**src/rtl/clk_en_pkg.sv**
```systemverilog
// Shared definitions for the clock-enable generator: channel mode encoding and reset defaults.
// Optional fractional path is controlled by CLK_EN_GEN_FRAC_EN in the channel module.
package clk_en_pkg;

  typedef enum logic {
    MODE_INT  = 1'b0,
    MODE_FRAC = 1'b1
  } mode_e;

  localparam mode_e RST_MODE = MODE_INT;
  localparam int    RST_DIV  = 1;

endpackage

```
**src/rtl/clk_en_chan.sv**
```systemverilog
// One clock-enable channel: integer down-counter, plus a phase accumulator when CLK_EN_GEN_FRAC_EN is defined.
// Registered tick/sq (one cycle after the deciding edge); no backpressure, config commits at reload/tick, when idle, or on sync.
module clk_en_chan
  import clk_en_pkg::*;
#(
  parameter int DIV_W = 16,
  parameter int ACC_W = 24
) (
  input  logic             clock,
  input  logic             reset,
  input  logic             en,
  input  logic             sync,
  input  logic             wr,
  input  logic             wr_mode,
  input  logic [ACC_W-1:0] wr_val,
  output logic             tick,
  output logic             sq,
  output logic             pend
);

`ifdef CLK_EN_GEN_FRAC_EN
  localparam int VAL_W = ACC_W;
`else
  localparam int VAL_W = DIV_W;
`endif

  logic [DIV_W-1:0] cnt_q, cnt_d;
  logic [VAL_W-1:0] val_q, val_d;
  logic [VAL_W-1:0] pval_q, pval_d;
  logic [VAL_W-1:0] wr_v, nval;
  logic             pend_q, pend_d;
  logic             tick_q, tick_d;
  logic             sq_q, sq_d;
  logic             commit;

`ifdef CLK_EN_GEN_FRAC_EN
  mode_e            mode_q, mode_d, pmode_q, pmode_d, nmode;
  logic [ACC_W-1:0] acc_q, acc_d;
  logic [ACC_W:0]   sum;

  assign sum = {1'b0, acc_q} + {1'b0, val_q};
`else
  logic unused_cfg;

  // Mode and the upper value bits have no meaning without the accumulator.
  assign unused_cfg = ^{wr_mode, wr_val};
`endif

  assign wr_v = wr_val[VAL_W-1:0];

  // Divisor 0 runs as divisor 1, so both reload to 0.
  function automatic logic [DIV_W-1:0] reload_of(input logic [VAL_W-1:0] v);
    logic [DIV_W-1:0] d;
    d = v[DIV_W-1:0];
    return (d == '0) ? '0 : d - DIV_W'(1);
  endfunction

  always_comb begin
    cnt_d  = cnt_q;
    val_d  = val_q;
    pval_d = pval_q;
    pend_d = pend_q;
    tick_d = 1'b0;
    sq_d   = sq_q;
    commit = 1'b0;
    nval   = pval_q;
`ifdef CLK_EN_GEN_FRAC_EN
    mode_d  = mode_q;
    pmode_d = pmode_q;
    acc_d   = acc_q;
    nmode   = pmode_q;
`endif

    if (sync) begin
      commit = wr | pend_q;
      if (wr) begin
        nval = wr_v;
`ifdef CLK_EN_GEN_FRAC_EN
        nmode = mode_e'(wr_mode);
`endif
      end
      sq_d = 1'b0;
    end else if (!en) begin
      commit = pend_q;
`ifdef CLK_EN_GEN_FRAC_EN
    end else if (mode_q == MODE_FRAC) begin
      acc_d  = sum[ACC_W-1:0];
      tick_d = sum[ACC_W];
      commit = pend_q & sum[ACC_W];
`endif
    end else begin
      if (cnt_q == '0) begin
        tick_d = 1'b1;
        cnt_d  = reload_of(val_q);
        commit = pend_q;
      end else begin
        cnt_d = cnt_q - DIV_W'(1);
      end
    end

    if (sync) begin
      cnt_d = reload_of(val_q);
`ifdef CLK_EN_GEN_FRAC_EN
      acc_d = '0;
`endif
    end else begin
      sq_d = sq_q ^ tick_d;
    end

    // A committed config always starts a fresh period in its own mode.
    if (commit) begin
      val_d = nval;
      cnt_d = reload_of(nval);
`ifdef CLK_EN_GEN_FRAC_EN
      mode_d = nmode;
      acc_d  = '0;
`endif
    end

    if (sync) begin
      pend_d = 1'b0;
    end else if (wr) begin
      pval_d = wr_v;
      pend_d = 1'b1;
`ifdef CLK_EN_GEN_FRAC_EN
      pmode_d = mode_e'(wr_mode);
`endif
    end else if (commit) begin
      pend_d = 1'b0;
    end
  end

  always_ff @(posedge clock or posedge reset) begin
    if (reset) begin
      cnt_q  <= '0;
      val_q  <= VAL_W'(RST_DIV);
      pval_q <= '0;
      pend_q <= 1'b0;
      tick_q <= 1'b0;
      sq_q   <= 1'b0;
    end else begin
      cnt_q  <= cnt_d;
      val_q  <= val_d;
      pval_q <= pval_d;
      pend_q <= pend_d;
      tick_q <= tick_d;
      sq_q   <= sq_d;
    end
  end

`ifdef CLK_EN_GEN_FRAC_EN
  always_ff @(posedge clock or posedge reset) begin
    if (reset) begin
      mode_q  <= RST_MODE;
      pmode_q <= RST_MODE;
      acc_q   <= '0;
    end else begin
      mode_q  <= mode_d;
      pmode_q <= pmode_d;
      acc_q   <= acc_d;
    end
  end
`endif

  assign tick = tick_q;
  assign sq   = sq_q;
  assign pend = pend_q;

endmodule

```
**src/rtl/clk_en_gen.sv**
```systemverilog
// Multi-channel clock-enable generator; fractional mode compiled in with CLK_EN_GEN_FRAC_EN.
// Outputs registered, one cycle after the deciding edge; no backpressure, writes to absent channels are dropped.
module clk_en_gen
  import clk_en_pkg::*;
#(
  parameter int NUM_CH = 4,
  parameter int DIV_W  = 16,
  parameter int ACC_W  = 24,
  localparam int CH_W  = (NUM_CH > 1) ? $clog2(NUM_CH) : 1
) (
  input  logic              clock,
  input  logic              reset,
  input  logic [NUM_CH-1:0] ch_en,
  input  logic              sync,
  input  logic              cfg_wr,
  input  logic [CH_W-1:0]   cfg_ch,
  input  logic              cfg_mode,
  input  logic [ACC_W-1:0]  cfg_val,
  output logic [NUM_CH-1:0] tick,
  output logic [NUM_CH-1:0] sq,
  output logic [NUM_CH-1:0] pend
);

  for (genvar i = 0; i < NUM_CH; i++) begin : g_ch
    logic wr_i;

    // An index with no matching channel simply selects nothing.
    assign wr_i = cfg_wr && (cfg_ch == CH_W'(i));

    clk_en_chan #(
      .DIV_W (DIV_W),
      .ACC_W (ACC_W)
    ) u_chan (
      .clock   (clock),
      .reset   (reset),
      .en      (ch_en[i]),
      .sync    (sync),
      .wr      (wr_i),
      .wr_mode (cfg_mode),
      .wr_val  (cfg_val),
      .tick    (tick[i]),
      .sq      (sq[i]),
      .pend    (pend[i])
    );
  end

endmodule

```
**config.mk**
```make
export PLATFORM = sky130hd
export DESIGN_NAME = clk_en_gen
export DESIGN_NICKNAME = d
export VERILOG_FILES = /design/src/rtl/clk_en_pkg.sv /design/src/rtl/clk_en_chan.sv /design/src/rtl/clk_en_gen.sv
export SDC_FILE = /design/constraint.sdc
export NUM_CORES = 1
export LEC_CHECK = 0
export CORE_MARGIN = 3
export CORE_UTILIZATION = 45
export DETAILED_ROUTE_END_ITERATION = 16
export HOLD_SLACK_MARGIN = 0.1
export PLACE_DENSITY = 0.59
export SLEW_MARGIN = 20
export SYNTH_ARGS = -nofsm -noshare
export SYNTH_HDL_FRONTEND = slang
export SYNTH_SLANG_ARGS = --single-unit
export TNS_END_PERCENT = 30
```
**constraint.sdc**
```tcl
create_clock -name clock -period 16.3 [get_ports clock]
set_input_delay 3.26 -clock clock [delete_from_list [all_inputs] [get_ports clock]]
set_output_delay 3.26 -clock clock [all_outputs]
set_load 0.01 [all_outputs]
```
# Word-level counts from Yosys, hierarchy flattened
# Cells that the tools add are included.
[totals] regBits=204 input_bits=35 out_inout_bits=12 elab_cells=144
[op_classes] addsub=12 eq_ne=3 muxes=72 n_bitwise=8 reduce_logical=25
[op_table] op="16-bit 2-to-1 mux" n=32
[op_table] op="16-bit logical NOT" n=12
[op_table] op="16-bit by 1-bit subtractor with 16-bit output, second input constant" n=12
[op_table] op="1-bit 2-to-1 mux" n=40
[op_table] op="3-bit nonzero test" n=8
[op_table] op="2-bit equality test, second input constant" n=2
[op_table] op="1-bit logical AND" n=4
[op_table] op="1-bit bitwise OR" n=4
[op_table] op="1-bit bitwise XOR" n=4
[op_table] op="2-bit by 1-bit equality test with 1-bit output, second input constant" n=1
[op_table] op="2-bit logical NOT" n=1

# Logic depth before layout (Yosys ltp)
[logic_depth] depth_word=7 depth_mapped=15 ltp_nobuf=9

# Cells and area by module
# Synthesis repeated with hierarchy kept, for this count alone.
[unflattened] cells_unflattened=1580 hier_area_um2=14351.3
[by_module_without_submodules] module="clk_en_chan at g_ch[2].u_chan ..." instances=2 cells_each=405 area_each_um2=3597.2 seq_area_each_um2=1277.5
[by_module_without_submodules] module="clk_en_chan at g_ch[0].u_chan ..." instances=2 cells_each=383 area_each_um2=3559.7 seq_area_each_um2=1277.5
[by_module_without_submodules] module="clk_en_gen" instances=1 cells_each=4 area_each_um2=37.5 seq_area_each_um2=0.0

# Least setup slack after synthesis
# No wires, ideal clock.
[synth_timing] kind="input to register" startpoint="in cfg_ch[0]" endpoint="reg g_ch[0].u_chan.cnt_q[1]" setup_time_ps=127 arrival_ps=6476 t_required_ps=16173 path_slack_ps=9697 cell_stages=15 n_path_buf=6 path_cell_list="clkbuf_1 -> nor4bb_1 -> clkbuf_1 -> buf_2 -> buf_1 -> mux2i_1 -> ha_1 -> clkbuf_1 -> inv_1 -> nor4_1 -> nor2_1 -> o21a_4 -> buf_6 -> a22oi_4 -> o21ai_2"
[synth_via] elab_chain_len=7 elab_cells_between_ends=11 classes_between="add/sub (1); mux (5); bitwise (1); reduce/logical (4)"
[synth_rtl] item="start: declaration" line_no="clk_en_gen.sv:16" rtl="input logic [CH_W-1:0] cfg_ch,"
[synth_rtl] item="2-bit logical NOT *" line_no="clk_en_gen.sv:28" rtl="assign wr_i = cfg_wr && (cfg_ch == CH_W'(i));"
[synth_rtl] item="1-bit logical AND *" line_no="clk_en_gen.sv:28"
[synth_rtl] item="16-bit 2-to-1 mux"
[synth_rtl] item="16-bit 2-to-1 mux" line_no="clk_en_chan.sv:74" rtl="if (sync) begin"
[synth_rtl] item="16-bit by 1-bit subtractor with 16-bit output / 16-bit logical NOT (equally long branches)" line_no="clk_en_chan.sv:55" rtl="return (d == '0) ? '0 : d - DIV_W'(1);"
[synth_rtl] item="16-bit 2-to-1 mux" line_no="clk_en_chan.sv:55"
[synth_rtl] item="16-bit 2-to-1 mux" line_no="clk_en_chan.sv:111" rtl="if (commit) begin"
[synth_rtl] item="end signal: assignment" line_no="clk_en_chan.sv:142" rtl="cnt_q <= cnt_d;"
[synth_rtl] item="end: declaration" line_no="clk_en_chan.sv:27" rtl="logic [DIV_W-1:0] cnt_q, cnt_d;"
# Every way passes the cells marked *; elsewhere a longest branch is shown, timed or not.
# A chain may end at the register's enable or synchronous reset.

# Final worst setup path
[layout_timing] startpoint="in cfg_ch[1]" endpoint="reg g_ch[0].u_chan.cnt_q[2]"
# Same word-level chain as after synthesis.

==> impl_metrics.py <==
metrics = {
    "synthesis": {
        "synth_simple_gate_area_frac": 0.245,
        "fraction_of_the_yosys_area_taken_by_sequential_cells": 0.356,
        "yosysTopAreaCell": "sky130_fd_sc_hd__dfrtp_1",
        "yosysTopAreaCellShare": 0.348,
        "postSynth.asyncResetShare": 1.00,
        "postSynthRegisterBits": 204,
        "leading_cell_types_by_total_area_after_synthesis": "sky130_fd_sc_hd__dfrtp_1, sky130_fd_sc_hd__nand2_1, sky130_fd_sc_hd__mux2_2, sky130_fd_sc_hd__nor2_1, sky130_fd_sc_hd__xnor2_1",
        "yosys.cell_types.count": 84,
        "synthAdderAreaFrac": 0.0139,
        "synth_top_flop_cell": "sky130_fd_sc_hd__dfrtp_1",
        "synth_top_family_by_area": "simple AND/OR/NAND/NOR gates",
        "synth_mux_area_frac": 0.0857,
        "post_synth_xor_area_fraction": 0.0835,
        "synthCells": 1700,
        "synth-compound-area-share": 0.167,
        "synth_warnings": 0,
        "synth_edf_count": 0,
        "syn_avg_cell_area_um2": 8.45,
        "postSynthNetCount": 1751,
        "synth_cell_area_mm2": 0.0144,
    },
    "power_and_ir_drop": {
        "power_frac_comb": 0.296,
        "worst_ir_drop_vdd_v": 0.0000689,
        "p_clk_frac": 0.283,
        "total_power_per_unit_cell_area_mw_per_mm2": 126,
        "totalPowerFinal_mw": 1.99,
        "p_int_mw": 1.26,
        "power.switching_fraction": 0.369,
        "sequential_power_share": 0.421,
        "leakage_nw": 6.00,
        "netSwitchingPower_uw": 734,
    },
    "run": {
        "number_of_max_capacitance_violations_reported": 0,
    },
    "floorplan": {
        "floorplan.die_area_mm2": 0.0341,
        "core_area_mm2": 0.0310,
        "initial_core_util": 0.464,
        "ioPinCount": 47,
        "floorplan.die.width_um": 185,
        "die_height_um": 185,
        "rows": 64,
    },
    "layout": {
        "synthToLayoutAreaGrowth_pct": 9.72,
        "final_layout_size_suffix_gt1_frac": 0.106,
        "n_antenna_cell": 0,
        "finish.net_count": 1717,
        "n_fill_cell": 2928,
        "ff_latch_area_mm2": 0.00511,
        "multi_input_comb_area_mm2": 0.00860,
    },
    "outcome": {
        "run_status": "complete, no violations",
    },
    "hold_path": {
        "min_path_type": "reg2reg",
    },
    "clock_network": {
        "clk_latency_ns": 0.53,
        "cts_buffers": 25,
        "cts_resized": 0,
        "cts_setup_buffers": 0,
        "clock_path_buffers": 3,
        "number_of_buffers_inserted_for_hold_repair_after_clock_tree_synthesis": 0,
        "tritoncts": "done",
        "htree_levels": 1,
        "cts.sinks": 204,
        "clk_pin_slew_worst_paths_ns": 0.06,
        "clock-root-buffer": "sky130_fd_sc_hd__clkbuf_16",
    },
    "timing": {
        "timing.max_slew.rel_slack": 0.240,
        "layout_worst_path_cycle_share": 0.430,
        "hold_viol_final": 0,
        "worst_pin_slew_ns": 1.14,
        "worst_clock_skew_ns": 0.0160,
        "timing.final.crit_period_ns": 7.00,
        "drv_slew": 0,
        "setup_tns_ns": 0,
        "rsz0062_at_grt": "no",
        "postLayoutSetupSlackWorst_ns": 9.30,
        "setup_violations": 0,
        "max_freq_mhz": 143,
    },
    "drt": {
        "vias": 12800,
        "drtIter0Drc": 1076,
        "ant_nets": 0,
        "viasPerCell": 6.14,
        "detail_route.first_pass.iterations": 5,
        "routed_wirelength_normalized_by_instance_count_um": 20.5,
        "detail_route.wirelength_um": 42500,
        "drcViolationCount": 0,
    },
    "grt": {
        "vias_in_the_first_global_route": 12100,
        "grt-ovfl-total": 0,
        "antenna_found_initial": 0,
        "grt_max_degree": 133,
        "global_route.usage.total": 0.247,
        "grt_first_pass_wirelength_um": 68300,
    },
    "setup_path": {
        "critPathMaxFanout": 34,
        "critical_path.endpoint": "g_ch[0].u_chan.cnt_q[2]",
        "critPathCaptureType": "register",
        "criticalPathCategory": "in2reg",
        "library_cell_appearing_most_often_on_the_critical_path": "sky130_fd_sc_hd__nor2_1",
        "crit_chain": "clkdlybuf4s50_1 > nor4bb_4 > buf_4 > mux2i_1 > ha_1 > inv_1 > nor4_1 > nor2_1 > o21a_4 > a221oi_1 > nor2_1",
        "crit_buf_inv": 3,
        "required_ns": 16.71,
        "timing.rr.end": "g_ch[3].u_chan.cnt_q[6]",
        "ff2ff_path_depth": 6,
        "startpoint": "cfg_ch[1]",
        "crit_family": "simple AND/OR/NAND/NOR gates",
        "rrSetupSlack_ns": 12.87,
        "critical_path.startpoint_type": "input pin",
        "slowest_cell_on_the_critical_path": "sky130_fd_sc_hd__nor4_1",
        "max_stage_delay_ns": 0.82,
        "cp_data_arrival_time_ns": 7.41,
        "worst-path-stages": 11,
        "r2r-start": "g_ch[3].u_chan.cnt_q[5]",
    },
    "placement": {
        "port-buffer-count": 37,
        "place_ws_ns": 8.84,
        "finalWeightedCongestion": 0.933,
        "hpwlAfterDp_um": 29300,
    },
}
[layer usage]
metal  track usage  wire length [µm]  vias up
met5             0                 0        -
met4        0.0753              1250        0
met3        0.0262              2430       79
met2         0.391             19400      383
met1         0.359             19400     6161
li1              -                 -     6137
[through the flow]
stage          cell area (µm²)  utilization  cells  hold WS, ns
2_1_floorplan            14400            -   1700        0.460
3_3_place_gp             14900        0.482   2034        0.503
3_5_place_dp             14900        0.482   2034        0.512
4_1_cts                  15700        0.508   2077        0.520
5_1_grt                  15800        0.509   2078        0.549
6_report                 15800        0.509   2078        0.517
[final cells by class]
type                    count  share of cell area
clock buffers              37              0.0445
flip-flops and latches    204               0.324
inverters                  34             0.00857
clock inverters             6             0.00683
multi-input cells        1332               0.546
repair buffers             69              0.0388
well taps                 396              0.0314
[cells by family after synthesis]
| logic type | count (synthesis) |
|---|---|
| multiplexers | 113 |
| AND/OR/NAND/NOR | 701 |
| AO/OA/AOI/OAI | 365 |
| XOR/XNOR | 137 |
| adder cells (fa/ha/maj) | 16 |
| flip-flops | 204 |
| buffers and inverters | 164 |
[worst min-delay path by stage]
stage	cells after the start	from	to
CTS	2	g_ch[1].u_chan.val_q[0]	g_ch[1].u_chan.val_q[0]
floorplan	1	g_ch[3].u_chan.cnt_q[15]	g_ch[3].u_chan.tick
global route	2	g_ch[1].u_chan.val_q[0]	g_ch[1].u_chan.val_q[0]
global placement	2	g_ch[1].u_chan.val_q[0]	g_ch[1].u_chan.val_q[0]
detailed placement	2	g_ch[1].u_chan.val_q[0]	g_ch[1].u_chan.val_q[0]
finish	2	g_ch[1].u_chan.val_q[0]	g_ch[1].u_chan.val_q[0]
[cells in the final DEF, fill, tap and decap left out, types with 13 or more instances in the layout]
cell                              instances
sky130_fd_sc_hd__buf_4                   31
sky130_fd_sc_hd__a31oi_1                 66
sky130_fd_sc_hd__nand3_1                 33
sky130_fd_sc_hd__nand4_1                 25
sky130_fd_sc_hd__o211ai_1                31
sky130_fd_sc_hd__clkdlybuf4s50_1         36
sky130_fd_sc_hd__o22ai_1                 19
sky130_fd_sc_hd__o31ai_1                 13
sky130_fd_sc_hd__nand4b_1                13
sky130_fd_sc_hd__nor3_1                  67
sky130_fd_sc_hd__or4_1                   26
sky130_fd_sc_hd__xnor2_1                 70
sky130_fd_sc_hd__dfrtp_1                200
sky130_fd_sc_hd__nor4_1                  48
sky130_fd_sc_hd__mux2i_1                 45
sky130_fd_sc_hd__a21oi_1                 60
sky130_fd_sc_hd__o21ai_0                 79
sky130_fd_sc_hd__clkbuf_16               25
sky130_fd_sc_hd__ha_1                    16
sky130_fd_sc_hd__nor2_1                 179
sky130_fd_sc_hd__xor2_1                  67
sky130_fd_sc_hd__inv_1                   32
sky130_fd_sc_hd__mux2_2                  66
sky130_fd_sc_hd__nand2_1                209
sky130_fd_sc_hd__or3_1                   23
[power groups by stage]
stage	sequential (mW)	clock (mW)	combinational, mW
after CTS	0.836	0.576	0.589
after floorplan	0.779	0	0.479
after detailed placement	0.844	0	0.585
after global routing	0.865	0.599	0.665
after global placement	0.840	0	0.576
final	0.839	0.563	0.589
[state kept, by name, summed over array words and instances (netlist names)]
register,count
g_ch.u_chan.pend,4
g_ch.u_chan.tick,4
g_ch.u_chan.pval_q,64
g_ch.u_chan.val_q,64
g_ch.u_chan.cnt_q,64
g_ch.u_chan.sq,4
[worst min-delay path: stages (launching register included)]
cell                      delay (ns)
sky130_fd_sc_hd__dfstp_2        0.39
sky130_fd_sc_hd__nand2_1        0.05
sky130_fd_sc_hd__o21ai_0        0.07
[synthesized netlist by cell type (all sizes together) (45+ instances only)]
library cell,n
mux2,67
xor2,67
nor2,179
xnor2,70
o21ai,85
a21oi,61
a31oi,66
nor4,56
nand2,209
clkbuf,89
nor3,68
dfrtp,200
mux2i,45
(Power assumes the default switching activity.)
==> patch 1, RTL diff (config.mk and constraints unchanged) <==
Register the output `tick`, without a reset; this adds one clock of latency there. The other outputs are not delayed to match. Comments in the files are not updated.
--- a/src/rtl/clk_en_gen.sv
+++ b/src/rtl/clk_en_gen.sv
@@ -22,4 +22,6 @@
 );
 
+  logic [NUM_CH-1:0] tick_c;
+
   for (genvar i = 0; i < NUM_CH; i++) begin : g_ch
     logic wr_i;
@@ -39,5 +41,5 @@
       .wr_mode (cfg_mode),
       .wr_val  (cfg_val),
-      .tick    (tick[i]),
+      .tick    (tick_c[i]),
       .sq      (sq[i]),
       .pend    (pend[i])
@@ -45,4 +47,8 @@
   end
 
+  always_ff @(posedge clock) begin
+      tick <= tick_c;
+  end
+
 endmodule
 
Check against the original RTL: not equivalent (a bounded check fails within 4 cycles, from zero or initial values and one cycle with reset high).
==> patch 1 against the original RTL <==
Power increased by 5.1%. Routed wire length increased by 1.7%. Fmax increased by 3.1%. Global-route usage increased by 0.35 points. Sequential cell count increased by 4. Worst setup slack improved by 0.21 ns. Design area increased by 0.90%. Sequential power increased by 2%. Non-clock buffer count unchanged. Area after synthesis increased by 0.16%. Worst hold slack got worse by 0.17 ns.
==> patch 1: results (changes against the original RTL) <==
* Outcome: finished, final reports clean (unchanged)
* Final HPWL DP at 29800 µm (was 29300 µm)
* CP Data Arrival Time at 7.22 ns (was 7.41 ns)
* Share of cells above drive strength 1 at 11.3% (was 10.6%)
* FFs w/ async S/R, synth at 98.1% (was 100%)
* Via Count at 12.9k (was 12.8k)
* VDD IR max at 0.0000801 V (was 0.0000689 V)
* Largest net degree at the start of global routing at 137 (was 133)
* FF-to-FF setup slack at 12.68 ns (was 12.87 ns)
* Met2 usage at 40.4% (was 39.1%)
* WL met2 at 20200 µm (was 19400 µm)
* CP Max Fanout at 26 (was 34)
* Hold path startpoint: g_ch[2].u_chan.tick (was g_ch[1].u_chan.val_q[0])
* Dpl cells at 2031 (was 2034)
* Overall routing resource usage at 25.1% (was 24.7%)
* Met1 wire length at 19700 µm (was 19400 µm)
* DR vias/cell at 6.20 (was 6.14)
* DR WL met3 at 2310 µm (was 2430 µm)
* Worst R2R Path Depth at 8 (was 6)
* Met3 usage at 3.48% (was 2.62%)
* Worst r2r src: g_ch[0].u_chan.cnt_q[0] (was g_ch[3].u_chan.cnt_q[5])
* Final Wtd Congestion at 0.899 (was 0.933)
* Worst-margin pin slew at 1.16 ns (was 1.14 ns)
* CTS buffer count at 27 (was 25)
* First-pass GRT wire length at 69100 µm (was 68300 µm)
* 1st-iter DRT viols at 1043 (was 1076)
* Fill count at 2994 (was 2928)
* Met1 Use GR at 35.8% (was 35.9%)
* Yosys cell types at 82 (was 84)
* WHS at 0.343 ns (was 0.517 ns)
## patch 1: changes by cell type in the layout (fill, tap and decap cells not counted), sizes merged, moves of 10 or more
cell	change
nor3	+21
a211oi	+15
nor2	-14
nor4	-10
o21ai	+15
a31oi	-14
## patch 1: kinds of logic (layout without fill, tap and decap cells)
kind of cell | after synthesis | count (layout) | share of synthesized area (%)
simple gates | 692 | 692 | 24.6
compound gates | 371 | 371 | 16.9
flops | 208 | 208 | 36.1
buf+inv | 143 | 149 | 4.28
xor+xnor | 141 | 141 | 8.58
mux | 108 | 108 | 8.11
fa+ha+maj | 16 | 16 | 1.39
## patch 1: worst reg2reg max path: cells and delay by family (launching register included)
| family | cells | cell delay (ns) |
|---|---|---|
| fa+ha+maj | 1 | 0.28 |
| flops | 1 | 0.42 |
| compound gates | 4 | 1.89 |
| simple gates | 2 | 0.85 |
| buf+inv | 1 | 0.09 |
## patch 1: where the power goes
group          total (mW)  internal, mW  switching, mW
registers           0.857         0.658          0.199
logic               0.645         0.293          0.352
clock network       0.591         0.357          0.234
## patch 1: cell type report
cell class              instances  share of cell area (%)
inverters                      30                   0.755
flip-flops and latches        208                    32.6
multi-input cells            1328                    54.1
repair buffers                 69                    3.81
clock inverters                 6                   0.212
well taps                     396                    3.12
clock buffers                  44                    5.40
## patch 1: worst max path at each step
stage | from | to | cells past startpoint
after global placement | cfg_ch[0] | g_ch[1].u_chan.cnt_q[11] | 11
after CTS | cfg_ch[0] | g_ch[1].u_chan.cnt_q[11] | 11
after global routing | cfg_ch[1] | g_ch[2].u_chan.cnt_q[14] | 11
after detailed placement | cfg_ch[1] | g_ch[1].u_chan.cnt_q[11] | 11
final | cfg_ch[1] | g_ch[1].u_chan.cnt_q[11] | 11
after floorplan | reset | g_ch[0].u_chan.cnt_q[0] | 1
==> patch 2, RTL diff (config.mk and constraints unchanged) <==
Without the edit above. `NUM_CH`: 4 -> 8.
--- a/src/rtl/clk_en_gen.sv
+++ b/src/rtl/clk_en_gen.sv
@@ -4,5 +4,5 @@
   import clk_en_pkg::*;
 #(
-  parameter int NUM_CH = 4,
+  parameter int NUM_CH = 8,
   parameter int DIV_W  = 16,
   parameter int ACC_W  = 24,
Ports: changed (5 resized); port bits go from 47 to 64. No check against the original RTL was run, so the function may have changed too.
==> patch 2 against the original RTL <==
Area after synthesis grew 95%. Core utilization down 0.42 points. Design area up 95%. Synthesized cell count up 95%. Sequential cell count up 204. Highest routed layer is now met5. Worst setup slack lost 0.30 ns. Critical path depth is 1 lower. Sequential share of layout area increased by 0.84 points. Routed wire length up 110%. Critical path type unchanged. First-iteration DRC count up 100%. Combinational power is 130% higher. Power grew 110%.
==> patch 2: results (changes against the original RTL) <==
* Largest registers: g_ch.u_chan.cnt_q (128), g_ch.u_chan.pval_q (128), g_ch.u_chan.val_q (128) (was g_ch.u_chan.cnt_q (64), g_ch.u_chan.pval_q (64), g_ch.u_chan.val_q (64))
* Synthesized Nets at 3381 (was 1751)
* Met3 usage at 4.32% (was 2.62%)
* DR top layer: met5 (was met4)
* Top post-synthesis cells by area: dfrtp_1, nand2_1, mux2_2, xnor2_1, nor2_1 (was dfrtp_1, nand2_1, mux2_2, nor2_1, xnor2_1)
* DR WL met3 at 5890 µm (was 2430 µm)
* CTS buffer count at 50 (was 25)
* WL met2 at 41200 µm (was 19400 µm)
* Worst-margin pin slew at 1.18 ns (was 1.14 ns)
* Final Wtd Congestion at 0.892 (was 0.933)
* Max stage delay on crit path at 0.90 ns (was 0.82 ns)
* Vias in the first global route at 24.2k (was 12.1k)
* First-pass GRT wire length at 139000 µm (was 68300 µm)
* Met1 wire length at 37500 µm (was 19400 µm)
* Post-placement worst setup slack at 8.50 ns (was 8.84 ns)
* Fill count at 5771 (was 2928)
* Met2 usage at 43.2% (was 39.1%)
* Lkg Pwr at 12.1 nW (was 6.00 nW)
* Mean post-synth cell area at 8.47 µm² (was 8.45 µm²)
* Switching Share at 38.1% (was 36.9%)
* CP Max Fanout at 37 (was 34)
* Outcome: finished, final reports clean (unchanged)
* Largest net degree at the start of global routing at 167 (was 133)
* Clk_lat worst skew at 0.61 ns (was 0.53 ns)
* 1st-iter DRT viols at 2204 (was 1076)
* Worst R2R Path Depth at 9 (was 6)
* Via Count at 25.0k (was 12.8k)
* Per-cell routed wire length at 21.4 µm (was 20.5 µm)
* FF-to-FF setup slack at 12.37 ns (was 12.87 ns)
* Post-synthesis sequential area ratio at 36.5% (was 35.6%)
* Final HPWL DP at 60300 µm (was 29300 µm)
* Overall routing resource usage at 26.3% (was 24.7%)
* Fin nets at 3318 (was 1717)
* VDD IR max at 0.0000911 V (was 0.0000689 V)
* Area post-placement at 29100 µm² (was 14900 µm²)
* First drt pass iteration count at 6 (was 5)
* CP max-delay cell: o31ai_1 (was nor4_1)
* H-Tree Depth at 2 (was 1)
* # port buffers at 54 (was 37)
* Top cells by instance count after synthesis: nand2_1, dfrtp_1, nor2_1 (unchanged)
* DR vias/cell at 6.09 (was 6.14)
* WHS at 0.498 ns (was 0.517 ns)
* Dpl cells at 4022 (was 2034)
* Yosys cell types at 100 (was 84)
-- patch 2: path summary, 6_finish.rpt --
path,from,to
hold reg to reg,g_ch[2].u_chan.val_q[0],g_ch[2].u_chan.val_q[0]
setup reg to reg,g_ch[0].u_chan.cnt_q[0],g_ch[0].u_chan.cnt_q[3]
max in group asynchronous,reset,g_ch[4].u_chan.val_q[11]
hold / removal,g_ch[2].u_chan.val_q[0],g_ch[2].u_chan.val_q[0]
setup / recovery,cfg_ch[2],g_ch[1].u_chan.cnt_q[10]
min in group asynchronous,reset,g_ch[7].u_chan.sq
-- patch 2: layout make-up --
| type | count | area, µm² | area share [%] |
|---|---|---|---|
| clock inverter | 14 | 166 | 0.542 |
| timing repair buffer | 115 | 990 | 3.22 |
| inverter | 47 | 184 | 0.599 |
| clock buffer | 74 | 1460 | 4.76 |
| multi-input combinational | 2624 | 16700 | 54.2 |
| antenna | 1 | 2.50 | 0.00814 |
| tap | 828 | 1040 | 3.37 |
| sequential | 408 | 10200 | 33.3 |
-- patch 2: power by group through the flow --
stage / Sequential, mW / Combinational [mW] / Clock (mW)
detailed placement: 1.72 / 1.34 / 0
global placement: 1.70 / 1.31 / 0
finish: 1.71 / 1.35 / 1.11
global route: 1.76 / 1.51 / 1.18
CTS: 1.70 / 1.35 / 1.14
floorplan: 1.60 / 1.06 / 0
-- patch 2: cells by family (layout without fill, tap and decap cells) --
family	after synthesis	after routing	share of synthesized area (%)
XOR/XNOR	285	285	8.91
buffers and inverters	277	250	4.29
AO/OA/AOI/OAI	687	687	15.8
adder cells (fa/ha/maj)	32	32	1.43
AND/OR/NAND/NOR	1387	1387	24.1
multiplexers	233	233	8.99
flip-flops	408	408	36.5
other	0	1	0
